--- src/rtl/vga_timing_gen.sv ---
// rtl/vga_timing_gen.sv - VGA horizontal/vertical timing generator with blanked, registered colour and syncs
//
// Ports:
//   i_pix_clk          pixel clock, all logic on its rising edge
//   i_reset            synchronous active-high reset
//   o_horz_coord       current x inside the visible line, 0 elsewhere
//   o_vert_coord       current y inside the visible frame, 0 elsewhere
//   o_in_active_area   current (h,v) is a visible pixel
//   o_line_start       one-cycle pulse at h == 0
//   o_frame_start      one-cycle pulse at h == 0, v == 0
//   i_red/green/blue   3-3-2 colour from the pixel source for the current coordinates
//   o_vga_red/green/blue  registered colour, forced to 0 outside the active area
//   o_vga_hsync/vsync  registered syncs, polarity set by *_ACTIVE_LOW
module vga_timing_gen #(
    parameter int HORZ_PIXEL_COUNT = 640,
    parameter int HORZ_FRONT_PORCH = 16,
    parameter int HORZ_SYNC_WIDTH  = 96,
    parameter int HORZ_BACK_PORCH  = 48,
    parameter int VERT_PIXEL_COUNT = 480,
    parameter int VERT_FRONT_PORCH = 10,
    parameter int VERT_SYNC_WIDTH  = 2,
    parameter int VERT_BACK_PORCH  = 33,
    parameter int HSYNC_ACTIVE_LOW = 1,
    parameter int VSYNC_ACTIVE_LOW = 1
) (
    input  logic        i_pix_clk,
    input  logic        i_reset,
    output logic [15:0] o_horz_coord,
    output logic [15:0] o_vert_coord,
    output logic        o_in_active_area,
    output logic        o_line_start,
    output logic        o_frame_start,
    input  logic [2:0]  i_red,
    input  logic [2:0]  i_green,
    input  logic [1:0]  i_blue,
    output logic [2:0]  o_vga_red,
    output logic [2:0]  o_vga_green,
    output logic [1:0]  o_vga_blue,
    output logic        o_vga_hsync,
    output logic        o_vga_vsync
);

    localparam int HT = HORZ_PIXEL_COUNT + HORZ_FRONT_PORCH + HORZ_SYNC_WIDTH + HORZ_BACK_PORCH;
    localparam int VT = VERT_PIXEL_COUNT + VERT_FRONT_PORCH + VERT_SYNC_WIDTH + VERT_BACK_PORCH;

    localparam logic [15:0] H_LAST     = 16'(HT - 1);
    localparam logic [15:0] V_LAST     = 16'(VT - 1);
    localparam logic [15:0] H_VIS      = 16'(HORZ_PIXEL_COUNT);
    localparam logic [15:0] V_VIS      = 16'(VERT_PIXEL_COUNT);
    localparam logic [15:0] H_SYNC_BEG = 16'(HORZ_PIXEL_COUNT + HORZ_FRONT_PORCH);
    localparam logic [15:0] H_SYNC_END = 16'(HORZ_PIXEL_COUNT + HORZ_FRONT_PORCH + HORZ_SYNC_WIDTH);
    localparam logic [15:0] V_SYNC_BEG = 16'(VERT_PIXEL_COUNT + VERT_FRONT_PORCH);
    localparam logic [15:0] V_SYNC_END = 16'(VERT_PIXEL_COUNT + VERT_FRONT_PORCH + VERT_SYNC_WIDTH);

    // Pin level when the sync is NOT asserted; XOR with it yields the pin level.
    localparam logic HS_IDLE = (HSYNC_ACTIVE_LOW != 0);
    localparam logic VS_IDLE = (VSYNC_ACTIVE_LOW != 0);

    logic [15:0] h_count;
    logic [15:0] v_count;
    logic        h_vis;
    logic        v_vis;
    logic        in_active;
    logic        hs_act;
    logic        vs_act;

    always_ff @(posedge i_pix_clk) begin
        if (i_reset) begin
            h_count <= '0;
            v_count <= '0;
        end else if (h_count == H_LAST) begin
            h_count <= '0;
            v_count <= (v_count == V_LAST) ? 16'd0 : v_count + 16'd1;
        end else begin
            h_count <= h_count + 16'd1;
        end
    end

    assign h_vis     = (h_count < H_VIS);
    assign v_vis     = (v_count < V_VIS);
    assign in_active = h_vis && v_vis;
    // vsync spans whole lines, so it depends on v only.
    assign hs_act    = (h_count >= H_SYNC_BEG) && (h_count < H_SYNC_END);
    assign vs_act    = (v_count >= V_SYNC_BEG) && (v_count < V_SYNC_END);

    // Decoded outputs are held quiet while reset is asserted so the pixel
    // source never sees a stray start pulse from stale counter values.
    assign o_in_active_area = in_active && !i_reset;
    assign o_horz_coord     = (h_vis && !i_reset) ? h_count : 16'd0;
    assign o_vert_coord     = (v_vis && !i_reset) ? v_count : 16'd0;
    assign o_line_start     = (h_count == 16'd0) && !i_reset;
    assign o_frame_start    = (h_count == 16'd0) && (v_count == 16'd0) && !i_reset;

    // Colour and syncs for (h,v) leave together one cycle later, keeping them aligned.
    always_ff @(posedge i_pix_clk) begin
        if (i_reset) begin
            o_vga_red   <= '0;
            o_vga_green <= '0;
            o_vga_blue  <= '0;
            o_vga_hsync <= HS_IDLE;
            o_vga_vsync <= VS_IDLE;
        end else begin
            o_vga_red   <= in_active ? i_red   : 3'd0;
            o_vga_green <= in_active ? i_green : 3'd0;
            o_vga_blue  <= in_active ? i_blue  : 2'd0;
            o_vga_hsync <= hs_act ^ HS_IDLE;
            o_vga_vsync <= vs_act ^ VS_IDLE;
        end
    end

endmodule

--- config.mk ---
export PLATFORM = sky130hd
export DESIGN_NAME = vga_timing_gen
export DESIGN_NICKNAME = d
export VERILOG_FILES = /design/src/rtl/vga_timing_gen.sv
export SDC_FILE = /design/constraint.sdc
export NUM_CORES = 1
export LEC_CHECK = 0
export ABC_AREA = 0
export BUFFER_PORTS_ARGS = -buffer_cell sky130_fd_sc_hd__buf_2
export CORE_ASPECT_RATIO = 1.75
export CORE_UTILIZATION = 48
export CTS_BUF_LIST = sky130_fd_sc_hd__clkbuf_16
export DETAILED_ROUTE_END_ITERATION = 6
export GPL_ROUTABILITY_DRIVEN = 0
export PLACE_DENSITY = 0.86
export SYNTH_ARGS = -nofsm -noshare
export SYNTH_HDL_FRONTEND = slang
export SYNTH_SLANG_ARGS = --single-unit
--- constraint.sdc ---
create_clock -name i_pix_clk -period 1.7 [get_ports i_pix_clk]
set_input_delay 0.255 -clock i_pix_clk [delete_from_list [all_inputs] [get_ports i_pix_clk]]
set_output_delay 0.255 -clock i_pix_clk [all_outputs]
set_load 0.005 [all_outputs]
---- Word-level counts from Yosys, hierarchy flattened ----
Cells that the tools add are included.
cells by class
  add/sub/neg operators ................... 2
  $mul .................................... 0
  div/mod/pow operators ................... 0
  order comparisons ....................... 6
  equal/unequal tests ..................... 2
  shift-type cells ........................ 0
  mux-type cells .......................... 3
  bitwise gates (word level) .............. 3
  reductions and logical operators ........ 14
operator list
  kind                     count
  $mux W16                 3
  $add A16 B1 Y16 const B  2
  $eq A16 B10 Y1 const B   2
  $logic_not A16 Y1        2
  $lt A16 B10 Y1 const B   2
  $lt A16 B9 Y1 const B    2
  $ge A16 B10 Y1 const B   1
  $ge A16 B9 Y1 const B    1
  $logic_and A1 B1 Y1      9
  $reduce_or A2 Y1         2
  $not A1 Y1               3
  $logic_not A1 Y1         1
word-level totals
  register bits after elaboration ......... 42
  latch bits .............................. 0
  memory bits (writable) .................. 0
  bits in read-only memories .............. 0
  output and inout bits ................... 45
  logic and storage cells ................. 37
  memories ................................ 0

---- Depth between registers and ports, before layout ----
Gate-level depths: netlist (run 1).
  depth in word-level cells ............... 4
  depth in mapped cells ................... 7

---- Worst setup path before layout (run 1) ----
OpenSTA, ideal clock, no wires.
  path kind ............................... reg2reg
  from .................................... register h_count[0]
  to ...................................... register v_count[8]
  library setup time ...................... 70 ps
  data arrival time ....................... 1,671 ps
  required time ........................... 1,630 ps
  path slack .............................. -41 ps
  cell stages (with the launch flop) ...... 6
  period minus slack after synthesis ...... 1,741 ps
  cells stage by stage .................... dfxtp_1 ha_1 and4_1 nand4_4 or4_1 a21oi_1
on the way
  longest elaborated chain between the ends .. 1
ends and longest elaborated chain
  element                 line  source
  from (decl)             59    logic [15:0] h_count;
  from (signal assigned)  75    h_count <= h_count + 16'd1;
  $eq A16 B10 Y1          71    end else if (h_count == H_LAST) begin
  to (signal assigned)    73    v_count <= (v_count == V_LAST) ? 16'd0 : v_count + 16'd1;
  to (decl)               60    logic [15:0] v_count;
Every way passes these cells.
A chain may end at the register's enable or synchronous reset.

---- Worst setup path after layout (run 1) ----
  from .................................... register h_count[11]
  to ...................................... output port o_frame_start
on the way
  longest elaborated chain between the ends .. 3
ends and longest elaborated chain
  element                            line  source
  $logic_not A16 Y1                  92    assign o_frame_start = (h_count == 16'd0) && (v_count == 16'd0) && !i_reset;
  $logic_and A1 B1 Y1 (2 in series)  92
  to (decl)                          32    output logic o_frame_start,
Every way passes these cells.

==> summary.txt, run 1 <==
STA
  • Max Slew Vio Count: 0
  • RSZ-0062 raised after global routing: true
  • Final Hold Violating Endpoints: 0
  • Final hold slack: 0.161 ns
  • Tcrit/Tclk final: 117%
  • Worst clock skew: approximately 0.0066 ns
  • Timing-limited maximum frequency: 0.503 GHz
  • Final WS setup: -0.287 ns
  • Setup violators final: 33
  • Fin crit period: 1.99 ns

Cells and area
  • Nets: 364
  • Fin cells: 402
  • Area grow syn2layout: 46.5%
  • Layout cells sized above 1: 43.6%
  • ANT cells: 0
  • Filler Cells Inserted: between 200 and 300

Pwr
  • Pwr per Cell Area: 740 nW/um^2
  • Peak supply drop: 0.000876 V
  • Static Leak: 0.00140 uW

Synthesis
  • Top_reg_cell synth: dfxtp_1
  • Syn Inst Count: approximately 260
  • Synthesized cell area: 2240 um^2
  • Register area share after synthesis: 37.5%
  • Number of synthesized flops with an enable pin: 0
  • FFs w/ async S/R, synth: 0%
  • Yosys reg bits: 42
  • Syn. warnings: 0
  • Syn_area_per_cell: around 8.5 um^2
  • Distinct cells, synth: 39

Worst setup path
  • CP endpoint kind: output port
  • Worst path cell trace: buf_4 -> nor2_2 -> and3_4 -> and4_4 -> and4b_1 -> buf_2
  • Worst Path Arrival: roughly 1.7 ns
  • Crit-path max FO: 4
  • CP max stage cell: dfxtp_2
  • Crit-path max cell delay: 0.34 ns
  • Critical Path RT: between 1 and 1.5 ns
  • Startpoint class of the critical path: flip-flop
  • FF-to-FF path depth: 7
  • Critical path class: flip-flop to output port

Placement
  • Port Buffers: 41
  • HPWL after detailed placement: around 4.3 mm
  • Dpl cells: around 380

Die
  • Die ar.: slightly below 5000 um^2
  • Row count: 32
  • # IOs: 55
  • Core Box Area: 4440 um^2
  • Die Y: 92.4 um
  • Die X: 53.7 um
  • Initial Util: just over 50%

GRT
  • GRT met2 Usage: 52.0%
  • Largest net degree at the start of global routing: 16
  • Grt met3 use: around a tenth
  • Antenna violations before repair: 0
  • GRT Total Usage: 31.4%
  • Most used routing layer in global routing: met2
  • Global-route wire length before repair: roughly 11 mm
  • GRT overflow: 0
  • M1 GR Usage: 29.6%
  • Vias in the first global route: 2,383

Clock tree
  • CTS tree: done
  • CTS Buf Count: 5
  • CTS Sinks: 42
  • Clk pin slew, worst setup/hold paths: 0.06 ns
  • H-tree level count: 2
  • Clock Latency Late Sink: 0.29 ns
  • Root buffer cell: clkbuf_16
  • Clk buf depth: 2

Routing
  • Drt total wl: 7.37 mm
  • Initial DRC count: 124
  • # DRC: 0
  • DRT Pass-1 Iters: 4
  • Via density: 6.13
  • Via count: 2,464
  • Final ANT Viol Nets: 0
  • Routed len/inst: 18.3 um

Run
  • Maxcap violations: 0

Status
  • Outcome: finished, violations left
  • Failing checks: setup timing

Worst hold path
  • Hold Crit Depth: 2
  • Worst min path class: input pin to flip-flop
## repair_timing
action                     in CTS  in global routing
pin swaps                      24                  7
buffers inserted                7                  2
resized for setup              44                 30
setup endpoints to repair      34                 39
gates cloned                    4                  0
hold buffers                    0                  0
## cell type report
class,count,area (um^2),share of cell area (%)
Multi-Input combinational cell,198,1400,42.7
Sequential cell,42,866,26.4
Timing Repair Buffer,95,736,22.4
Clock buffer,5,125,3.81
Inverter,8,30.0,0.914
Tap cell,51,63.8,1.94
Clock inverter,3,63.8,1.94
## critical path: cells and delay by family (launching register included)
kind	cells	cell delay, ns
buffers and inverters	2	0.27
flip-flops	1	0.34
AND/OR/NAND/NOR	4	0.84
## power breakdown
part / internal (uW) / switching [uW]
Combinational: 94.9 / 84.7
Sequential: 997 / 6.52
Clock: 837 / 410
## cell usage after synthesis (8+ instances only)
cell / n / area [um^2]
a21oi_1: 14 / 70.1
and2_1: 18 / 113
and3_1: 16 / 100
buf_4: 13 / 97.6
dfxtp_1: 42 / 841
nand2_1: 11 / 41.3
nand3_1: 15 / 75.1
nand4_1: 13 / 81.3
nor2_1: 19 / 71.3
o21ai_0: 9 / 45.0
o31ai_1: 9 / 67.6
or4_1: 9 / 67.6
xor2_1: 8 / 70.1
## cells in the final DEF (no fill, tap or decap), types with 3 or more instances in the layout
cell type / netlist / layout
a21oi_1: 14 / 11
and4_4: 0 / 4
and3_1: 16 / 13
and2_1: 18 / 11
clkbuf_16: 0 / 5
and2_4: 0 / 7
nor4_4: 2 / 3
nand2_1: 11 / 11
nand4_1: 13 / 13
or4_1: 9 / 6
or3_1: 6 / 6
o21ai_0: 9 / 9
o31ai_1: 9 / 6
nor2_1: 19 / 18
a21oi_2: 0 / 3
buf_6: 2 / 18
or4_4: 0 / 3
xnor2_1: 4 / 4
dfxtp_4: 0 / 3
buf_2: 6 / 31
conb_1: 1 / 13
buf_4: 13 / 44
nand3_1: 15 / 13
dfxtp_1: 42 / 28
dfxtp_2: 0 / 11
xor2_1: 8 / 8
inv_1: 7 / 7
## cell families after synthesis
group,count (synthesis),share of synthesized area (%)
other cells,1,0.167
fa+ha+maj,4,2.23
buf+inv,37,9.49
compound gates,38,9.99
xor+xnor,12,4.69
flops,42,37.5
simple gates,130,35.9
## path summary, 6_finish.rpt
check	from	to	slack, ns
worst max-delay path	h_count[11]$_SDFF_PP0_	o_frame_start	-0.29
worst min-delay path	i_green[0]	o_vga_green[0]$_SDFF_PP0_	0.16
worst max register to register	h_count[12]$_SDFF_PP0_	v_count[12]$_SDFFE_PP0P_	-0.14
worst min register to register	v_count[1]$_SDFFE_PP0P_	v_count[1]$_SDFFE_PP0P_	0.53
## state kept, by name (all words and copies together) (netlist names)
name and flops:
h_count 16, o_vga_blue 2, o_vga_green 3, o_vga_hsync 1, o_vga_red 3, o_vga_vsync 1
v_count 16
## stage by stage
step | power, uW | utilization [%] | instance area, um^2 | TNS (ns) | setup slack, ns
6_report | 2430 | 73.9 | 3290 | -4.82 | -0.287
5_1_grt | 2500 | 73.9 | 3290 | -7.22 | -0.329
4_1_cts | 2420 | 71.3 | 3170 | -3.53 | -0.229
3_5_place_dp | 1160 | 61.1 | 2710 | -0.682 | -0.110
3_3_place_gp | 1160 | 61.1 | 2710 | -0.0868 | -0.0355
2_1_floorplan | 1110 | - | 2290 | 0 | 0.00640
## layer usage
metal / vias to the layer above / share of wire [%]
met5: - / 0
met3: 44 / 6.2
met4: 0 / 6.4
li1: 1105 / -
met2: 144 / 53
met1: 1171 / 34
Note: power is estimated with default switching activity, not from simulation.
==> inputs of run 2 (changes only) <==
- BUFFER_PORTS_ARGS: -buffer_cell sky130_fd_sc_hd__buf_2 -> not set
- CORE_UTILIZATION: 48 -> 55
- CTS_CLUSTER_DIAMETER: not set -> 50
- DONT_BUFFER_PORTS: not set -> 1
- PLACE_DENSITY: 0.86 -> 0.83
- RECOVER_POWER: not set -> 50
==> run 2 against run 1 <==
Effect of this change: the flow still finishes with violations (setup timing); clock power shrank 26%; flip-flop and latch count is the same; critical path type unchanged; die area shrank 12%; worst hold slack lost 0.072 ns; cell area shrank 12%; global-route usage shrank 1.7 points; sequential power is essentially flat; setup slack gained 0.14 ns; combinational power shrank 24%; largest cell class unchanged.
==> summary.txt, run 2 (synthesized netlist as in run 1, its figures left out) <==
Cells and area
  • Most common cell after layout, fill and taps aside: buf_4
  • Layout cells sized above 1: 37.5% (-6.0 points)
  • Largest registers: h_count x16, v_count x16
  • Nets: 314 (-14%)
  • Multi-input logic area: 1430 um^2 (+1.9%)
  • Area grow syn2layout: 29.5%
  • Core Util, Final: 74.4% (+0.43 points)
  • ANT cells: 0 (unchanged)
  • Filler Cells Inserted: 267 (-9.8%)
  • Fin cells: 349 (-13%)
  • Commonest cells after routing, fill and taps aside: buf_4, dfxtp_1, nor2_1, and3_1, nand3_1
  • Register area: 860 um^2 (-0.72%)

Worst setup path
  • R2R Setup Slk: -0.04 ns (+0.10 ns)
  • FF-to-FF End: v_count[9]$_SDFFE_PP0P_
  • Critical Path RT: 1.44 ns (about the same)
  • CP max stage cell: dfxtp_2
  • Critical path class: flip-flop to output port
  • Worst path cell trace: buf_6 -> inv_2 -> ha_2 -> nor3b_4 -> and4_4 -> and4b_1
  • FF-to-FF path depth: 5 (-2)
  • Crit-path max cell delay: 0.33 ns (about the same)
  • Startpoint class of the critical path: flip-flop
  • Worst Path Arrival: 1.59 ns (-0.14 ns)
  • CP endpoint kind: output port
  • Reg-to-reg startpoint: h_count[14]$_SDFF_PP0_
  • Crit-path max FO: 5 (+1)

STA
  • RSZ-0062 raised after global routing: true
  • Fin crit period: 1.84 ns (-0.142 ns)
  • Worst clock skew: 0.00289 ns (-0.00371 ns)
  • Fin Setup TNS: -1.28 ns (+3.54 ns)
  • Timing-limited maximum frequency: 0.542 GHz (+7.7%)
  • Final WS setup: -0.145 ns (+0.142 ns)
  • Tcrit/Tclk final: 109% (-8.3 points)
  • Max Slew Vio Count: 0 (unchanged)
  • Final Hold Violating Endpoints: 0 (unchanged)
  • Setup violators final: 36 (+9.1%)

Pwr
  • Int Power: 1600 uW (-17%)
  • Static Leak: 0.00113 uW (-19%)
  • Clk pwr share: 44.8% (-6.5 points)
  • Net Sw Frac: 22.7% (+2.1 points)
  • Psw: 472 uW (-5.9%)
  • Sequential share of power: 48.6% (+7.3 points)
  • Pwr per Cell Area: 715 nW/um^2 (-3.3%)
  • Peak supply drop: 0.000763 V (-13%)
  • Design Power: 2080 uW (-15%)
  • Combinational Power Share: 6.5% (-0.9 points)

Die
  • Core Box Area: 3900 um^2 (-12%)
  • Die Y: 86.5 um (-6.4%)
  • Initial Util: 57.4% (+7.0 points)
  • # IOs: 55 (unchanged)
  • Die X: 50.3 um (-6.3%)
  • Die ar.: 4350 um^2 (-12%)
  • Row count: 30 (-6.3%)

GRT
  • GRT Total Usage: 29.7% (-1.7 points)
  • Antenna violations before repair: 0 (unchanged)
  • Vias in the first global route: 2,085 (-13%)
  • Global-route wire length before repair: 9.76 mm (-13%)
  • Largest net degree at the start of global routing: 16 (unchanged)
  • GRT overflow: 0 (unchanged)

Clock tree
  • CTS tree: done
  • Clk pin slew, worst setup/hold paths: 0.06 ns (about the same)
  • CTS Sinks: 42 (unchanged)
  • Root buffer cell: clkbuf_16
  • Clock Latency Late Sink: 0.28 ns (about the same)
  • H-tree level count: 2 (unchanged)
  • CTS Buf Count: 5 (unchanged)
  • Clk buf depth: 2 (unchanged)

Routing
  • Final ANT Viol Nets: 0 (unchanged)
  • Routed len/inst: 18.8 um (+2.5%)
  • Via count: 2,162 (-12%)
  • # DRC: 0 (unchanged)
  • DRT Pass-1 Iters: 5 (+1)
  • Drt total wl: 6.56 mm (-11%)
  • Initial DRC count: 123 (-0.81%)
  • Via density: 6.19 (+1.1%)

Status
  • Failing checks: setup timing
  • Outcome: finished, violations left

Placement
  • Port Buffers: 0 (-100%)
  • Dpl cells: 332 (-13%)
  • HPWL after detailed placement: 3.87 mm (-9.9%)

Worst hold path
  • Worst min path class: input pin to flip-flop
  • Hold Crit Depth: 1 (-1)
  • Hold Crit Start: i_red[1]
  • Worst Hold Endpoint: o_vga_red[1]$_SDFF_PP0_

Run
  • Maxcap violations: 0 (unchanged)
[run 2: cell types whose count changed in the layout (fill, tap and decap cells not counted), sizes merged]
cell and change:
clkinvlp +1, bufinv -2, buf -50, clkinv +1
[run 2: layer usage]
metal | routed length (um) | up-vias | global-route usage, % | share of wire [%]
met3 | 329 | 27 | 6.14 | 5.0
met1 | 2220 | 1031 | 30.3 | 34
li1 | - | 999 | - | -
met2 | 3650 | 105 | 54.1 | 56
met4 | 363 | 0 | 17.1 | 5.5
met5 | 0 | - | 0 | 0
[run 2: worst max path at each step]
stage	slack, ns	from	endpoint	cells after the start
detailed placement	-0.08	h_count[0]$_SDFF_PP0_	v_count[7]$_SDFFE_PP0P_	6
CTS	-0.14	h_count[14]$_SDFF_PP0_	o_frame_start	4
global route	-0.19	h_count[1]$_SDFF_PP0_	o_frame_start	6
global placement	-0.02	h_count[12]$_SDFF_PP0_	v_count[5]$_SDFFE_PP0P_	5
floorplan	0.006	h_count[0]$_SDFF_PP0_	v_count[8]$_SDFFE_PP0P_	5
finish	-0.14	h_count[0]$_SDFF_PP0_	o_frame_start	6
[run 2: stage by stage]
stage | setup slack [ns] | hold slack (ns) | cell area (um^2)
floorplan | 0.00640 | 0.377 | 2290
global placement | -0.0160 | 0.378 | 2460
detailed placement | -0.0774 | 0.380 | 2460
CTS | -0.143 | 0.0884 | 2750
global route | -0.191 | 0.0847 | 2900
finish | -0.145 | 0.0889 | 2900
[run 2: final cells by class]
type / count / area share (%)
tap: 48 / 2.07
clock inverter: 3 / 0.560
sequential: 42 / 29.6
timing repair buffer: 45 / 13.2
multi-input combinational: 198 / 49.2
inverter: 8 / 1.03
clock buffer: 5 / 4.31
[run 2: power by group through the flow]
stage                     registers [uW]  clock network (uW)  logic [uW]
after global routing                1010                 972         147
after CTS                           1010                 925         122
final                               1010                 931         136
after floorplan                     1030                   0        83.1
after global placement              1030                   0         101
after detailed placement            1030                   0         104
[run 2: timing repair]
action / CTS / global route
cloned: 2 / 0
hold buffers: 0 / 0
setup endpoints to repair: 33 / 37
setup buffers: 4 / 3
resized for setup: 32 / 39
pin swaps: 17 / 12
[run 2: critical path: cells and delay by family, from the launching register on]
family,cells,cell delay (ns)
flip-flops,1,0.33
buffers and inverters,2,0.16
AND/OR/NAND/NOR,3,0.67
adder cells (fa/ha/maj),1,0.15
==> inputs of run 3 (changes only) <==
- REMOVE_ABC_BUFFERS: not set -> 1
==> run 3 against run 2 <==
Effect of this change: the run still ends with setup timing left; wire length is 9.0% higher; flip-flop and latch count stayed put; cell area is 5.1% higher; combinational power is 13% higher; total power is 2.2% higher; non-clock buffer count is 14 higher; clock-buffer cell count stayed put.
==> summary.txt, run 3 (synthesized netlist as in run 1, its figures left out) <==
Status
  • Outcome: finished, violations left
  • Failing checks: setup timing

STA
  • Worst clock skew: 0.0100 ns (+0.00713 ns)
  • Final WS setup: -0.186 ns (-0.0414 ns)
  • Setup violators final: 30 (-17%)
  • Fin crit period: 1.89 ns (+0.0414 ns)
  • Final Hold Violating Endpoints: 0 (unchanged)
  • Tcrit/Tclk final: 111% (+2.4 points)
  • Final hold slack: 0.0817 ns (-0.00723 ns)
  • RSZ-0062 raised after global routing: true
  • Timing-limited maximum frequency: 0.530 GHz (-2.2%)
  • Max Slew Vio Count: 0 (unchanged)

Worst setup path
  • Startpoint class of the critical path: flip-flop
  • Reg-to-reg startpoint: h_count[1]$_SDFF_PP0_
  • CP endpoint kind: output port
  • Critical path class: flip-flop to output port
  • Crit-path max cell delay: 0.35 ns (+0.02 ns)
  • Critical Path RT: 1.44 ns (about the same)
  • CP bufs+invs: 0 (-2)
  • R2R Setup Slk: -0.07 ns (-0.03 ns)
  • Worst path cell trace: nor4_4 -> and3_4 -> and4_4 -> and4b_2
  • FF-to-FF End: v_count[13]$_SDFFE_PP0P_
  • Worst Path Arrival: 1.63 ns (+0.04 ns)
  • CP max stage cell: dfxtp_1
  • Family with the most delay on the worst path: simple AND/OR/NAND/NOR gates
  • Crit-path max FO: 2 (-3)
  • FF-to-FF path depth: 5 (unchanged)

Cells and area
  • Area grow syn2layout: 36.1%
  • Largest registers: h_count x16, v_count x16
  • Commonest cells after routing, fill and taps aside: buf_4, dfxtp_1, nor2_1
  • Layout cells sized above 1: 42.9% (+5.3 points)
  • Nets: 328 (+4.5%)
  • Most common cell after layout, fill and taps aside: buf_4
  • Filler Cells Inserted: 252 (-5.6%)
  • ANT cells: 0 (unchanged)
  • Core Util, Final: 78.2% (+3.8 points)

Clock tree
  • Clk buf depth: 2 (unchanged)
  • Hold buffer count at CTS: 0 (unchanged)
  • Clock Latency Late Sink: 0.29 ns (about the same)
  • Clk pin slew, worst setup/hold paths: 0.07 ns (about the same)
  • CTS Buf Count: 5 (unchanged)
  • CTS tree: done
  • CTS Sinks: 42 (unchanged)
  • H-tree level count: 2 (unchanged)
  • Root buffer cell: clkbuf_16

Pwr
  • Pwr per Cell Area: 695 nW/um^2 (-2.8%)
  • Peak supply drop: 0.000680 V (-11%)
  • Static Leak: 0.00119 uW (+5.0%)
  • Design Power: 2120 uW (+2.2%)

Worst hold path
  • Worst Hold Endpoint: o_vga_red[0]$_SDFF_PP0_
  • Hold Crit Depth: 1 (unchanged)
  • Worst min path class: input pin to flip-flop
  • Hold Crit Start: i_red[0]

Die
  • Initial Util: 57.4% (unchanged)
  • Die X: 50.3 um (unchanged)
  • # IOs: 55 (unchanged)
  • Core Box Area: 3900 um^2 (unchanged)
  • Die ar.: 4350 um^2 (unchanged)
  • Die Y: 86.5 um (unchanged)
  • Row count: 30 (unchanged)

GRT
  • Grt met3 use: 5.61% (-0.53 points)
  • GRT overflow: 0 (unchanged)
  • Vias in the first global route: 2,027 (-2.8%)
  • Global-route wire length before repair: 9.69 mm (-0.71%)
  • GRT Total Usage: 30.1% (+0.38 points)
  • Most used routing layer in global routing: met2
  • M1 GR Usage: 30.8% (+0.48 points)
  • Largest net degree at the start of global routing: 16 (unchanged)
  • GRT met2 Usage: 53.0% (-1.1 points)
  • Antenna violations before repair: 0 (unchanged)

Routing
  • Final ANT Viol Nets: 0 (unchanged)
  • Initial DRC count: 110 (-11%)
  • Drt total wl: 7.15 mm (+9.0%)
  • Routed len/inst: 19.7 um (+4.8%)
  • Via density: 6.28 (+1.3%)
  • Via count: 2,278 (+5.4%)
  • # DRC: 0 (unchanged)
  • DRT Pass-1 Iters: 4 (-1)

Placement
  • HPWL after detailed placement: 4.08 mm (+5.3%)
  • Port Buffers: 0 (unchanged)

Run
  • Maxcap violations: 0 (unchanged)
[run 3: cell types whose count changed in the layout (fill, tap and decap cells not counted), sizes merged]
cell | before | now
buf | 45 | 59
inv | 7 | 8
clkinv | 3 | 1
clkinvlp | 1 | 2
[run 3: worst reg2reg max path: cells and delay by family (launching register included)]
family	cells	cell delay (ns)
AND/OR/NAND/NOR	3	1.08
flip-flops	1	0.34
adder cells (fa/ha/maj)	1	0.16
AO/OA/AOI/OAI	1	0.12
[run 3: how the worst max path moves through the flow]
stage / endpoint / startpoint / depth (start not counted) / slack, ns
global placement: v_count[7]$_SDFFE_PP0P_ / h_count[0]$_SDFF_PP0_ / 6 / -0.06
finish: o_frame_start / h_count[13]$_SDFF_PP0_ / 4 / -0.19
detailed placement: v_count[11]$_SDFFE_PP0P_ / h_count[0]$_SDFF_PP0_ / 5 / -0.12
floorplan: v_count[11]$_SDFFE_PP0P_ / h_count[0]$_SDFF_PP0_ / 5 / -0.17
global route: o_frame_start / h_count[2]$_SDFF_PP0_ / 4 / -0.24
CTS: o_frame_start / h_count[10]$_SDFF_PP0_ / 4 / -0.19
[run 3: power by group]
group | switching (uW) | internal [uW] | leakage [uW]
combinational | 77.9 | 75.1 | 0.000773
clock | 412 | 549 | 0.0000664
sequential | 9.34 | 998 | 0.000348
[run 3: metrics by stage]
stage          setup slack, ns  setup TNS, ns  instance area [um^2]  instances
2_1_floorplan           -0.174          -1.59                  2100        247
3_3_place_gp           -0.0601         -0.556                  2500        340
6_report                -0.186          -2.93                  3050        363
5_1_grt                 -0.239          -4.47                  3050        363
4_1_cts                 -0.186          -2.72                  2850        359
3_5_place_dp            -0.121          -1.08                  2500        340
[run 3: cell type report]
| cell class | count | area [um^2] | share of cell area [%] |
|---|---|---|---|
| Inverter | 8 | 32.5 | 1.07 |
| Multi-Input combinational cell | 198 | 1470 | 48.1 |
| Sequential cell | 42 | 862 | 28.2 |
| Timing Repair Buffer | 59 | 480 | 15.7 |
| Clock inverter | 3 | 23.8 | 0.779 |
| Tap cell | 48 | 60.1 | 1.97 |
| Clock buffer | 5 | 125 | 4.10 |
[run 3: routing by layer]
| metal | share of wire (%) | vias to the layer above | routed length, um |
|---|---|---|---|
| met1 | 36 | 1076 | 2540 |
| met4 | 5.5 | 0 | 394 |
| li1 | - | 1033 | - |
| met2 | 53 | 129 | 3780 |
| met3 | 6.0 | 40 | 430 |
| met5 | 0 | - | 0 |
[run 3: timing repair]
action,in CTS,in global routing
setup endpoints to repair,46,50
gates cloned,3,1
resized for setup,36,56
hold endpoints to repair,0,0
pin swaps,23,11
setup buffers,8,3
